--- src/rtl/axi_stream_video_monitor.sv ---
// axi_stream_video_monitor: AXI-Stream raster sink that checks frame geometry,
// counts beats/lines/frames/errors and generates programmable back-pressure.
module axi_stream_video_monitor #(
  parameter int DATA_WIDTH = 24,
  parameter int H_ACTIVE = 640,
  parameter int V_ACTIVE = 480,
  parameter int CNT_WIDTH = 32
) (
  input  logic                  clk,
  input  logic                  rst,
  input  logic [DATA_WIDTH-1:0] s_axis_tdata,
  input  logic                  s_axis_tvalid,
  input  logic                  s_axis_tlast,
  input  logic                  s_axis_tuser,
  output logic                  s_axis_tready,
  input  logic [1:0]            ready_mode,
  input  logic [7:0]            stall_period,
  input  logic                  clr_errs,
  output logic [CNT_WIDTH-1:0]  beat_count,
  output logic [CNT_WIDTH-1:0]  line_count,
  output logic [CNT_WIDTH-1:0]  frame_count,
  output logic [CNT_WIDTH-1:0]  bad_frame_count,
  output logic [CNT_WIDTH-1:0]  discard_count,
  output logic [3:0]            err_flags,
  output logic [15:0]           last_line_len,
  output logic [31:0]           frame_sum,
  output logic                  frame_done
);
  typedef enum logic {WAIT_SOF, IN_FRAME} state_t;
  localparam logic [31:0] H = 32'(H_ACTIVE);
  localparam logic [31:0] V = 32'(V_ACTIVE);
  state_t state;
  logic [15:0] px, e_px;
  logic [16:0] px1;
  logic [31:0] ln, e_ln, sum, e_sum;
  logic ferr, e_ferr, acc, sof, active, abort, short_l, long_l, done, bad_done, rdy_next;
  logic [3:0] ev;
  logic [7:0] stall_cnt;
  logic [15:0] lfsr;
  assign acc = s_axis_tvalid && s_axis_tready;
  // An SOF beat restarts the frame context, so every in-frame rule sees it as px=0, ln=0.
  always_comb begin
    sof = acc && s_axis_tuser;
    active = acc && (sof || state == IN_FRAME);
    abort = sof && state == IN_FRAME;
    e_px = sof ? 16'd0 : px;
    e_ln = sof ? 32'd0 : ln;
    e_sum = (sof ? 32'd0 : sum) + 32'(s_axis_tdata);
    e_ferr = !sof && ferr;
    px1 = {1'b0, e_px} + 17'd1;
    short_l = active && s_axis_tlast && 32'(px1) < H;
    long_l = active && !s_axis_tlast && 32'(e_px) >= H - 32'd1;
    done = active && s_axis_tlast && e_ln == V - 32'd1;
    bad_done = done && (e_ferr || short_l || long_l);
    ev = {acc && !s_axis_tuser && state == WAIT_SOF, abort, long_l, short_l};
    rdy_next = ready_mode == 2'd0 ? 1'b1 :
               ready_mode == 2'd1 ? (stall_period < 8'd2 || stall_cnt != stall_period - 8'd1) :
               ready_mode == 2'd2 ? (lfsr[0] | lfsr[1]) : 1'b0;
  end
  always_ff @(posedge clk) begin
    if (rst) begin
      state <= WAIT_SOF;
      px <= '0;
      ln <= '0;
      sum <= '0;
      ferr <= 1'b0;
      stall_cnt <= '0;
      lfsr <= 16'hACE1;
      s_axis_tready <= 1'b0;
      beat_count <= '0;
      line_count <= '0;
      frame_count <= '0;
      bad_frame_count <= '0;
      discard_count <= '0;
      err_flags <= '0;
      last_line_len <= '0;
      frame_sum <= '0;
      frame_done <= 1'b0;
    end else begin
      s_axis_tready <= rdy_next;
      stall_cnt <= (stall_period < 8'd2 || stall_cnt >= stall_period - 8'd1) ? 8'd0 : stall_cnt + 8'd1;
      lfsr <= {lfsr[14:0], lfsr[15] ^ lfsr[13] ^ lfsr[12] ^ lfsr[10]};
      frame_done <= done;
      err_flags <= (clr_errs ? 4'd0 : err_flags) | ev;
      beat_count <= beat_count + CNT_WIDTH'(acc);
      line_count <= line_count + CNT_WIDTH'(active && s_axis_tlast);
      discard_count <= discard_count + CNT_WIDTH'(ev[3]);
      frame_count <= frame_count + CNT_WIDTH'(done);
      bad_frame_count <= bad_frame_count + CNT_WIDTH'(abort) + CNT_WIDTH'(bad_done);
      if (active) begin
        if (s_axis_tlast) begin
          last_line_len <= px1[16] ? 16'hFFFF : px1[15:0];
          px <= '0;
          ln <= e_ln + 32'd1;
        end else begin
          px <= px1[16] ? 16'hFFFF : px1[15:0];
          ln <= e_ln;
        end
        sum <= e_sum;
        ferr <= e_ferr || short_l || long_l;
        state <= done ? WAIT_SOF : IN_FRAME;
        if (done) frame_sum <= e_sum;
      end
    end
  end
endmodule

--- config.mk ---
export PLATFORM = sky130hd
export DESIGN_NAME = axi_stream_video_monitor
export DESIGN_NICKNAME = d
export VERILOG_FILES = /design/src/rtl/axi_stream_video_monitor.sv
export SDC_FILE = /design/constraint.sdc
export NUM_CORES = 1
export LEC_CHECK = 0
export CAP_MARGIN = 20
export CORE_MARGIN = 1.5
export CORE_UTILIZATION = 49
export CTS_CLUSTER_DIAMETER = 60
export DETAILED_ROUTE_END_ITERATION = 7
export HOLD_SLACK_MARGIN = 0.08
export PLACE_DENSITY_LB_ADDON = 0.08
export SYNTH_ARGS = -nofsm -noshare
export SYNTH_HDL_FRONTEND = slang
export SYNTH_SLANG_ARGS = --single-unit
--- constraint.sdc ---
create_clock -name clk -period 5.8 [get_ports clk]
set_clock_uncertainty 0.2 [all_clocks]
set_input_delay 1.16 -clock clk [delete_from_list [all_inputs] [get_ports clk]]
set_output_delay 1.16 -clock clk [all_outputs]
set_load 0.05 [all_outputs]
==> metrics list <==
* Status: finished, final reports clean
- Met1 capacity usage during global routing: 29.9%
* Number of port buffers: 253
* Final Max Tran Viols: 0
- The placed instances occupy a cell area of 18300 sq um.
- Area overhead of the layout relative to synthesis: 27.3%
* Initial cell density of the core: 49.9%
- H-Tree Depth: 2
- CTS root buffer: clkbuf_16
- CP Cell Sequence: clkdlybuf4s50_1 -> and3_1 -> or4b_1 -> nor3_1 -> a31oi_1 -> a2111oi_0 -> o211ai_1 -> a21oi_1 -> fa_1 -> ha_1 -> and2_1 -> nand4_1 -> buf_4 -> nor2_1 -> nand4_1 -> xor2_1 -> nor2_1
- The number of hold buffers added after CTS was 0.
- The commonest cells after synthesis are dfxtp_1 (320), nor2_1 (254), nand2_1 (186).
- The die is 180 um tall.
* Count of cells resized by post-cts repair: 0
- Sink count of the clock tree: 320
- Number of violations of the max-capacitance limit: 0
- Share of synthesized area occupied by flip-flops and latches: 41.8%
- The critical path is of the in -> reg type.
* Post-layout instance count excluding filler cells: between 2000 and 3000
- Synth Register Bits: 320
- In this run the deepest clock path goes through 3 buffers.
- Number of antenna violations at the first check in global routing: 2
* Remaining antenna violation count after routing: 0
* Worst hold-check path type: reg -> reg
- Routability-driven placement finished with a final weighted congestion of between 0.8 and 0.9.
- Cell type of the slowest stage on the worst timing path: a2111oi_0
- Clock transition at the register clock pins on the worst setup and hold paths after CTS: around 60 ps
- Ys async rst share: 0%
- Summed over all cells, the static leakage comes to 7.14 nW.
- Met2 Use GR: between 40% and 50%
* Largest fanout on the critical path: 7
- The worst setup path is captured at a flip-flop.
* Slew Limit Headroom: 33.5%
* Distinct cell type count after synthesis: 61
* CP required: ~6000 ps
- Post-layout minimum cycle time: about 5000 ps
* Ratio of final minimum period to clock period: 88.4%
- After floorplanning, the core was divided into 64 placement rows.
- The clock reaches the later pin of the worst-skew pair after roughly 500 ps.
* Synthesized netlist cell count: 1862
* Post-layout net count: 2191
- Finished layout cell area: 19500 sq um
* EDFF count, synth: 0
* Pin slew with the least headroom to its limit: 997 ps
- Detailed placement ended at an HPWL of 27400 um.
* Max frequency: 195 MHz
- DRC: 0
- Cells fill 63.5% of the core in the end.
- Number of nets in the synthesized netlist: 1949
- The floorplan step defined a die boundary enclosing 32300 sq um.
- Entering global routing, the biggest net connects 126 pins.
- Setup repair after global routing left no endpoint under its margin.
- The routed layout has 13938 vias.
* First-pass GRT wire length: 64200 um
* Router iterations before antenna repair: 5
- Post-synth top area share: 41.8%
- Summing every instance area after synthesis gives 15300 sq um.
- TritonCTS built the clock tree.
- Cells with a size suffix above 1 make up 5.03% of the layout.
- Dividing total power by cell area gives a power density of approximately 240 nW/um^2.
* Total gr overflow: 0
- The floorplan step set the die width to 180 um.
- The final layout contains routed wiring with a total length of 39100 um.
- Buffers added to address setup during post-CTS repair amount to 0.
* Arrival time of the worst setup path: 5280 ps
- The final-report hold violation count came to 0.
- Dividing the detail-routed via count by the number of cells gives 5.52.
- After detailed placement, the design holds a cell count of approximately 2500.
- GRT Resource Usage Total: a little under a quarter
* Fin Setup TNS: 0 ps
- Global routing consumed, on the met3 layer, 3.26% of the routing resources.
* Overall Power: 4.72 mW
* DR iter-0 viols: slightly below 800
- Predominant post-synthesis flop cell: dfxtp_1
* Most frequent cell after synthesis: dfxtp_1
- Library cell with the largest summed area after synthesis: dfxtp_1
* Routed wire per std cell: about 15 um
- Ranking of synthesized cells by area: dfxtp_1 (42%), xor2_1 (6.4%), nor2_1 (6.2%), nand2_1 (4.6%), xnor2_1 (4.4%)
* Final setup violation count: 0
* Startpoint Class: input port
- Global-route layer with the greatest usage: met2
- For this run, the number of Yosys warnings is 0.
- The region available for standard cell placement spans 30700 sq um.
* I/O pin count: around 250
- On the worst path, the slowest cell contributes a delay of 560 ps.
* Number of CTS-inserted buffers: 36
* Largest vdd supply drop: 0.196 mV
- Post-synthesis area per instance: between 8 and 9 sq um
- Via count of the first global-routing pass: 12987
final timing paths:
check | depth (start not counted) | to | slack [ps] | start
worst max-delay path | 17 | bad_frame_count[18]$_SDFF_PP0_ | 680 | s_axis_tvalid
worst min-delay path | 1 | lfsr[10]$_SDFF_PP1_ | 210 | lfsr[9]$_SDFF_PP0_
worst max register to register | 16 | bad_frame_count[18]$_SDFF_PP0_ | 1280 | px[4]$_SDFFE_PP0P_
worst min register to register | 1 | lfsr[10]$_SDFF_PP1_ | 210 | lfsr[9]$_SDFF_PP0_
routing by layer:
metal / vias to the layer above / routed length, um
met2: 357 / 18700
met4: 0 / 1160
met1: 6526 / 17400
li1: 6989 / -
met5: - / 0
met3: 66 / 1870
cell type report:
type                       instances  area (sq um)
clock buffer                      52          1020
multi-input combinational       1420          8490
timing repair buffer             288          2810
inverter                          38           144
clock inverter                    10           109
tap                              396           495
sequential                       320          6410
fill                            2701         11200
antenna                            2          5.00
where the power goes:
part | switching, mW | internal, mW
combinational | 0.183 | 0.105
clock | 0.883 | 1.31
sequential | 0.0152 | 2.22
worst max-delay path: cells and delay by family:
| kind | cells | cell delay, ps |
|---|---|---|
| buffers and inverters | 2 | 640 |
| XOR/XNOR | 1 | 150 |
| adder cells (fa/ha/maj) | 2 | 420 |
| AND/OR/NAND/NOR | 8 | 1810 |
| AO/OA/AOI/OAI | 4 | 1090 |
registers in the layout, summed over array words and instances, names as in the netlist:
signal / count
bad_frame_count: 32
beat_count: 32
discard_count: 32
err_flags: 4
ferr: 1
frame_count: 32
frame_done: 1
frame_sum: 32
last_line_len: 16
lfsr: 16
line_count: 32
ln: 32
px: 16
s_axis_tready: 1
stall_cnt: 8
state: 1
sum: 32
per-stage QoR:
stage | hold slack (ps) | setup slack (ps)
after detailed placement | 193 | 147
final | 206 | 676
after floorplan | 189 | 52.0
after CTS | 206 | 675
after global placement | 192 | 270
after global routing | 213 | 191
cell families after synthesis:
| group | count (synthesis) | share of synthesized area (%) |
|---|---|---|
| and+or+nand+nor | 888 | 28.4 |
| DFF | 320 | 41.8 |
| AOI/OAI and AO/OA | 296 | 12.0 |
| xor gates and xnor gates | 189 | 10.8 |
| buffers and inverters | 122 | 3.02 |
| adders and majority gates | 47 | 3.94 |
layout by cell type (no fill, tap or decap), types with 47 or more instances in the layout:
cell type | synthesis | layout
o21ai_0 | 70 | 70
xnor2_1 | 77 | 77
xor2_1 | 112 | 112
and2_1 | 47 | 47
a21oi_1 | 108 | 108
nor3_1 | 51 | 49
and3_1 | 48 | 48
nand3_1 | 121 | 120
clkdlybuf4s50_1 | 0 | 252
dfxtp_1 | 320 | 320
nor2_1 | 254 | 254
nand2_1 | 186 | 186
Note: power is estimated with default switching activity, not from simulation.
==> edit 1 (same settings) <==
Reset style: asynchronous (`rst`), changed in one clocked block.
--- a/src/rtl/axi_stream_video_monitor.sv
+++ b/src/rtl/axi_stream_video_monitor.sv
@@ -57,7 +57,7 @@
                ready_mode == 2'd1 ? (stall_period < 8'd2 || stall_cnt != stall_period - 8'd1) :
                ready_mode == 2'd2 ? (lfsr[0] | lfsr[1]) : 1'b0;
   end
-  always_ff @(posedge clk) begin
+  always_ff @(posedge clk or posedge rst) begin
     if (rst) begin
       state <= WAIT_SOF;
       px <= '0;
Check against the original RTL: differs if rst is asserted again (counterexample within 4 cycles, from zero or initial values and one cycle with rst high); with rst held inactive, the same outputs for 4 cycles.
==> edit 1 against the unedited design <==
- worst setup slack lost 170 ps
- sequential cell count did not move
- area after synthesis is 0.29% lower
- final area increased by 0.80%
- sequential share of layout area up 7.9 points
- routed wire length fell by 10%
- critical path type unchanged
- critical endpoint is now bad_frame_count[29]
Power is not compared: it rests on default switching activity, and its combinational part moved more than twofold at a synthesized area within 25%.
==> edit 1: results (changes against the unedited design) <==
[worst_hold_path]
min_from=lfsr[8]

[global_routing]
grtUsageTotal=0.222  ; -0.0124
grt_max_degree=128  ; +1.6%
grt_pass1_wl_mm=59.8  ; -6.8%
antenna_found_initial=0  ; -2
grt_pass1_vias=11763  ; -9.4%

[placement]
place_area_um2=18400  ; +0.28%
dp_hpwl_mm=25.0  ; -8.7%
place.gp.congestion=0.859  ; -1.3%
dp_slack_ps=-50.1  ; -197 ps

[logic_synthesis]
synth.net_count=1589  ; -18%
synth_cell_type_count=70  ; +15%
synth_area_leaders=dfrtp_1 51%, xnor2_1 8.4%, nand2_1 4.8%
synth.top_cells.by_count=312 x dfrtp_1, 195 x nand2_1, 146 x xnor2_1
ys_seq_area_frac=0.525  ; +0.107
async_flop_share=1.00  ; +1.00

[drt]
totalWireLength_mm=35.2  ; -10%
drt-initial-drc-count=619  ; -20%
via_per_inst=5.38  ; -2.6%
dr.pass1.iters=4  ; -1

[layout]
antenna_cells=0  ; -2
fillers=2517  ; -6.8%
drive_above_1_share=0.0686  ; +0.0183
layout.nets=1868  ; -15%

[worst_setup_path]
cpMaxStageDelayCell=clkdlybuf4s50_1
reg2reg_depth=19  ; +3
crit_start=s_axis_tvalid
crit_end=bad_frame_count[29]
r2r_slack_ps=1200  ; -80 ps
cp_max_fo=5  ; -2
crit_arrival_ps=5490  ; +210 ps
slowest_delay_ps=460  ; -100 ps
regToRegStartpoint=s_axis_tready

[power]
switchingPower_mw=2.08
ir_worst_vdd_mv=0.281

[sta]
worst-slew-pin-transition_ps=829  ; -168 ps
layout_min_cycle_time_ps=5290  ; +170 ps

[cts]
clk_pin_slew_ps=60  ; about the same
cts_made_buffers=37  ; +2.8%

[outcome]
status=finished clean

edit 1: changes by cell type in the layout (fill, tap and decap cells not counted), sizes merged, moves of 29 or more:
cell   unedited run  this run
nor3             51        22
a21oi           108        45
xnor2            77       146
dfrtp             0       312
o21ai            72       104
dfxtp           320         0
nor2            256       102
xor2            112        79
edit 1: cells by family (layout without fill, tap and decap cells):
kind of cell | Yosys count | after routing | share of synthesized area
compound gates | 220 | 220 | 0.0848
mux | 5 | 5 | 0.00336
simple gates | 618 | 618 | 0.200
flops | 320 | 320 | 0.525
buf+inv | 67 | 373 | 0.0179
fa+ha+maj | 47 | 47 | 0.0395
xor+xnor | 225 | 225 | 0.129
edit 1: final cells by class:
type / instances / area [um2] / area share
Clock buffer: 52 / 1090 / 0.0558
Clock inverter: 14 / 145 / 0.00739
Inverter: 28 / 109 / 0.00554
Multi-Input combinational cell: 1115 / 7010 / 0.357
Sequential cell: 320 / 8020 / 0.408
Tap cell: 396 / 495 / 0.0252
Timing Repair Buffer: 279 / 2770 / 0.141
edit 1: worst min path at each step:
| stage | depth (start not counted) | end |
|---|---|---|
| 2_1_floorplan | 0 | lfsr[3] |
| 3_3_place_gp | 0 | lfsr[10] |
| 3_5_place_dp | 0 | lfsr[9] |
| 4_1_cts | 0 | lfsr[9] |
| 5_1_grt | 0 | lfsr[9] |
| 6_report | 0 | lfsr[9] |
edit 1: routing by layer:
layer | track usage | up-vias | part of all wire
li1 | - | 5753 | -
met1 | 0.309 | 5729 | 0.46
met2 | 0.353 | 303 | 0.46
met3 | 0.0353 | 64 | 0.050
met4 | 0.0767 | 0 | 0.029
met5 | 0 | - | 0
edit 1: per-stage QoR:
stage                     hold slack (ps)  instances
after global routing                  151       2204
after detailed placement              136       2138
final                                 143       2204
after floorplan                       131       1502
after global placement                134       2138
after CTS                             149       2204
==> edit 2 (same flow settings) <==
Without the edit above. `CNT_WIDTH`: 32 -> 28.
--- a/src/rtl/axi_stream_video_monitor.sv
+++ b/src/rtl/axi_stream_video_monitor.sv
@@ -4,7 +4,7 @@
   parameter int DATA_WIDTH = 24,
   parameter int H_ACTIVE = 640,
   parameter int V_ACTIVE = 480,
-  parameter int CNT_WIDTH = 32
+  parameter int CNT_WIDTH = 28
 ) (
   input  logic                  clk,
   input  logic                  rst,
Ports: changed (5 resized); port bits go from 254 to 234. No check against the original RTL was run, so the function may have changed too.
==> edit 2 against the unedited design <==
- non-clock buffer count is 40 lower
- global-route usage decreased by 0.30 points
- worst setup slack got worse by 27 ps
- final area is 8.1% lower
- power down 1.9%
- routed wire length decreased by 12%
- critical path type unchanged
- area after synthesis down 8.4%
- sequential cell count decreased by 20
- register-to-register slack improved by 160 ps
==> edit 2: results (changes against the unedited design) <==
[global_routing]
grt_pass1_wl_mm=56.3  ; -12%
grt_pass1_vias=11584  ; -11%
grtUsageTotal=0.231  ; -0.00298
antenna_found_initial=1  ; -1
grt_max_degree=125  ; -0.79%

[outcome]
status=finished clean

[drt]
drt-initial-drc-count=752  ; -2.3%
routedWlPerCell_um=14.9  ; -3.4%
via_per_inst=5.27  ; -4.5%
dr.pass1.iters=5  ; unchanged

[placement]
io_buffers=233  ; -7.9%
dp_hpwl_mm=23.9  ; -13%
place.gp.congestion=0.876  ; +0.68%

[worst_setup_path]
crit_arrival_ps=5310  ; +30 ps
slowest_delay_ps=530  ; -30 ps
cp_max_fo=7  ; unchanged
crit_start=s_axis_tvalid
regToRegStartpoint=s_axis_tready
reg2reg_depth=19  ; +3
cpMaxStageDelayCell=fa_1

[logic_synthesis]
synth_cell_type_count=67  ; +9.8%
synth_warnings=0  ; unchanged
synth.top_cells.by_count=300 x dfxtp_1, 270 x nor2_1, 212 x nand2_1
synth_flop_cell=dfxtp_1
synth.net_count=1779  ; -8.7%
ys_seq_area_frac=0.428  ; +0.00972
async_flop_share=0  ; unchanged
synth_area_leaders=dfxtp_1 43%, xor2_1 8.0%, nor2_1 7.2%

[worst_hold_path]
min_from=lfsr[4]
holdPathStages=1  ; unchanged
hold_class=reg -> reg

[layout]
top_regs=frame_sum (32), ln (32), sum (32)
layout.nets=1997  ; -8.9%
drive_above_1_share=0.0527  ; +0.00243
antenna_cells=0  ; -2

[cts]
cts_made_buffers=35  ; -2.8%
clk_pin_slew_ps=60  ; about the same
post_cts_buffers=0  ; unchanged
clk_latency_ps=520
root_buffer=clkbuf_16
cts_resized=0  ; unchanged
h-tree-depth=2  ; unchanged
cts_buffer_depth=3  ; unchanged

[power]
p_leak_nw=6.60  ; -7.7%
ir_worst_vdd_mv=0.170  ; -13%

[sta]
slew_headroom=0.293  ; -0.0425

edit 2: changes by cell type after synthesis, moves of 11 or more:
cell / unedited run / this run
o211ai_1: 13 / 2
and3_1: 48 / 32
nor3_1: 51 / 33
nor2_1: 254 / 270
nand2_1: 186 / 212
clkbuf_1: 72 / 54
dfxtp_1: 320 / 300
nand3_1: 121 / 95
o21ai_0: 70 / 42
o21a_1: 1 / 15
or3_1: 36 / 10
xor2_1: 112 / 128
inv_1: 36 / 24
edit 2: cell families (layout without fill, tap and decap cells):
kind of cell / after synthesis / in the layout / share of synthesized area
AND/OR/NAND/NOR: 821 / 821 / 0.278
flip-flops: 300 / 300 / 0.428
AO/OA/AOI/OAI: 226 / 226 / 0.0971
XOR/XNOR: 203 / 203 / 0.127
buffers and inverters: 93 / 336 / 0.0255
adder cells (fa/ha/maj): 47 / 47 / 0.0430
multiplexers: 2 / 2 / 0.00143
edit 2: final timing paths:
kind              slack (ps)                  end
setup / recovery         650  bad_frame_count[22]
hold / removal           190              lfsr[5]
setup reg to reg        1440  bad_frame_count[22]
hold reg to reg          190              lfsr[5]
edit 2: per-layer routing:
layer,GRT usage,wire length (um),up-vias
li1,-,-,6175
met1,0.308,16100,5659
met2,0.387,15900,305
met3,0.0378,1830,51
met4,0.0616,656,0
met5,0,0,-
edit 2: worst max-delay path, delay by kind of cell:
kind | cells | cell delay (ps)
and+or+nand+nor | 12 | 1780
adders and majority gates | 3 | 1090
AOI/OAI and AO/OA | 2 | 490
buffers and inverters | 1 | 460
xor gates and xnor gates | 2 | 310
edit 2: power breakdown:
| group | switching (mW) | internal, mW |
|---|---|---|
| Clock | 0.867 | 1.40 |
| Sequential | 0.0133 | 2.08 |
| Combinational | 0.165 | 0.101 |
edit 2: metrics by stage:
| step | util | total power [mW] | cell area (um2) | std cells | setup WS (ps) |
|---|---|---|---|---|---|
| after floorplan | - | 2.32 | 14000 | 1692 | 367 |
| after global placement | 0.596 | 2.40 | 16700 | 2251 | 277 |
| final | 0.639 | 4.63 | 17900 | 2313 | 648 |
| after global routing | 0.639 | 4.80 | 17900 | 2313 | 336 |
| after detailed placement | 0.596 | 2.41 | 16700 | 2251 | 205 |
| after CTS | 0.639 | 4.68 | 17900 | 2313 | 677 |
edit 2: cell type report:
type                       instances  area (um2)
tap                              378         473
clock inverter                    12         149
sequential                       300        6010
timing repair buffer             248        2450
fill                            2443       10100
clock buffer                      50        1050
multi-input combinational       1299        7680
inverter                          26         100
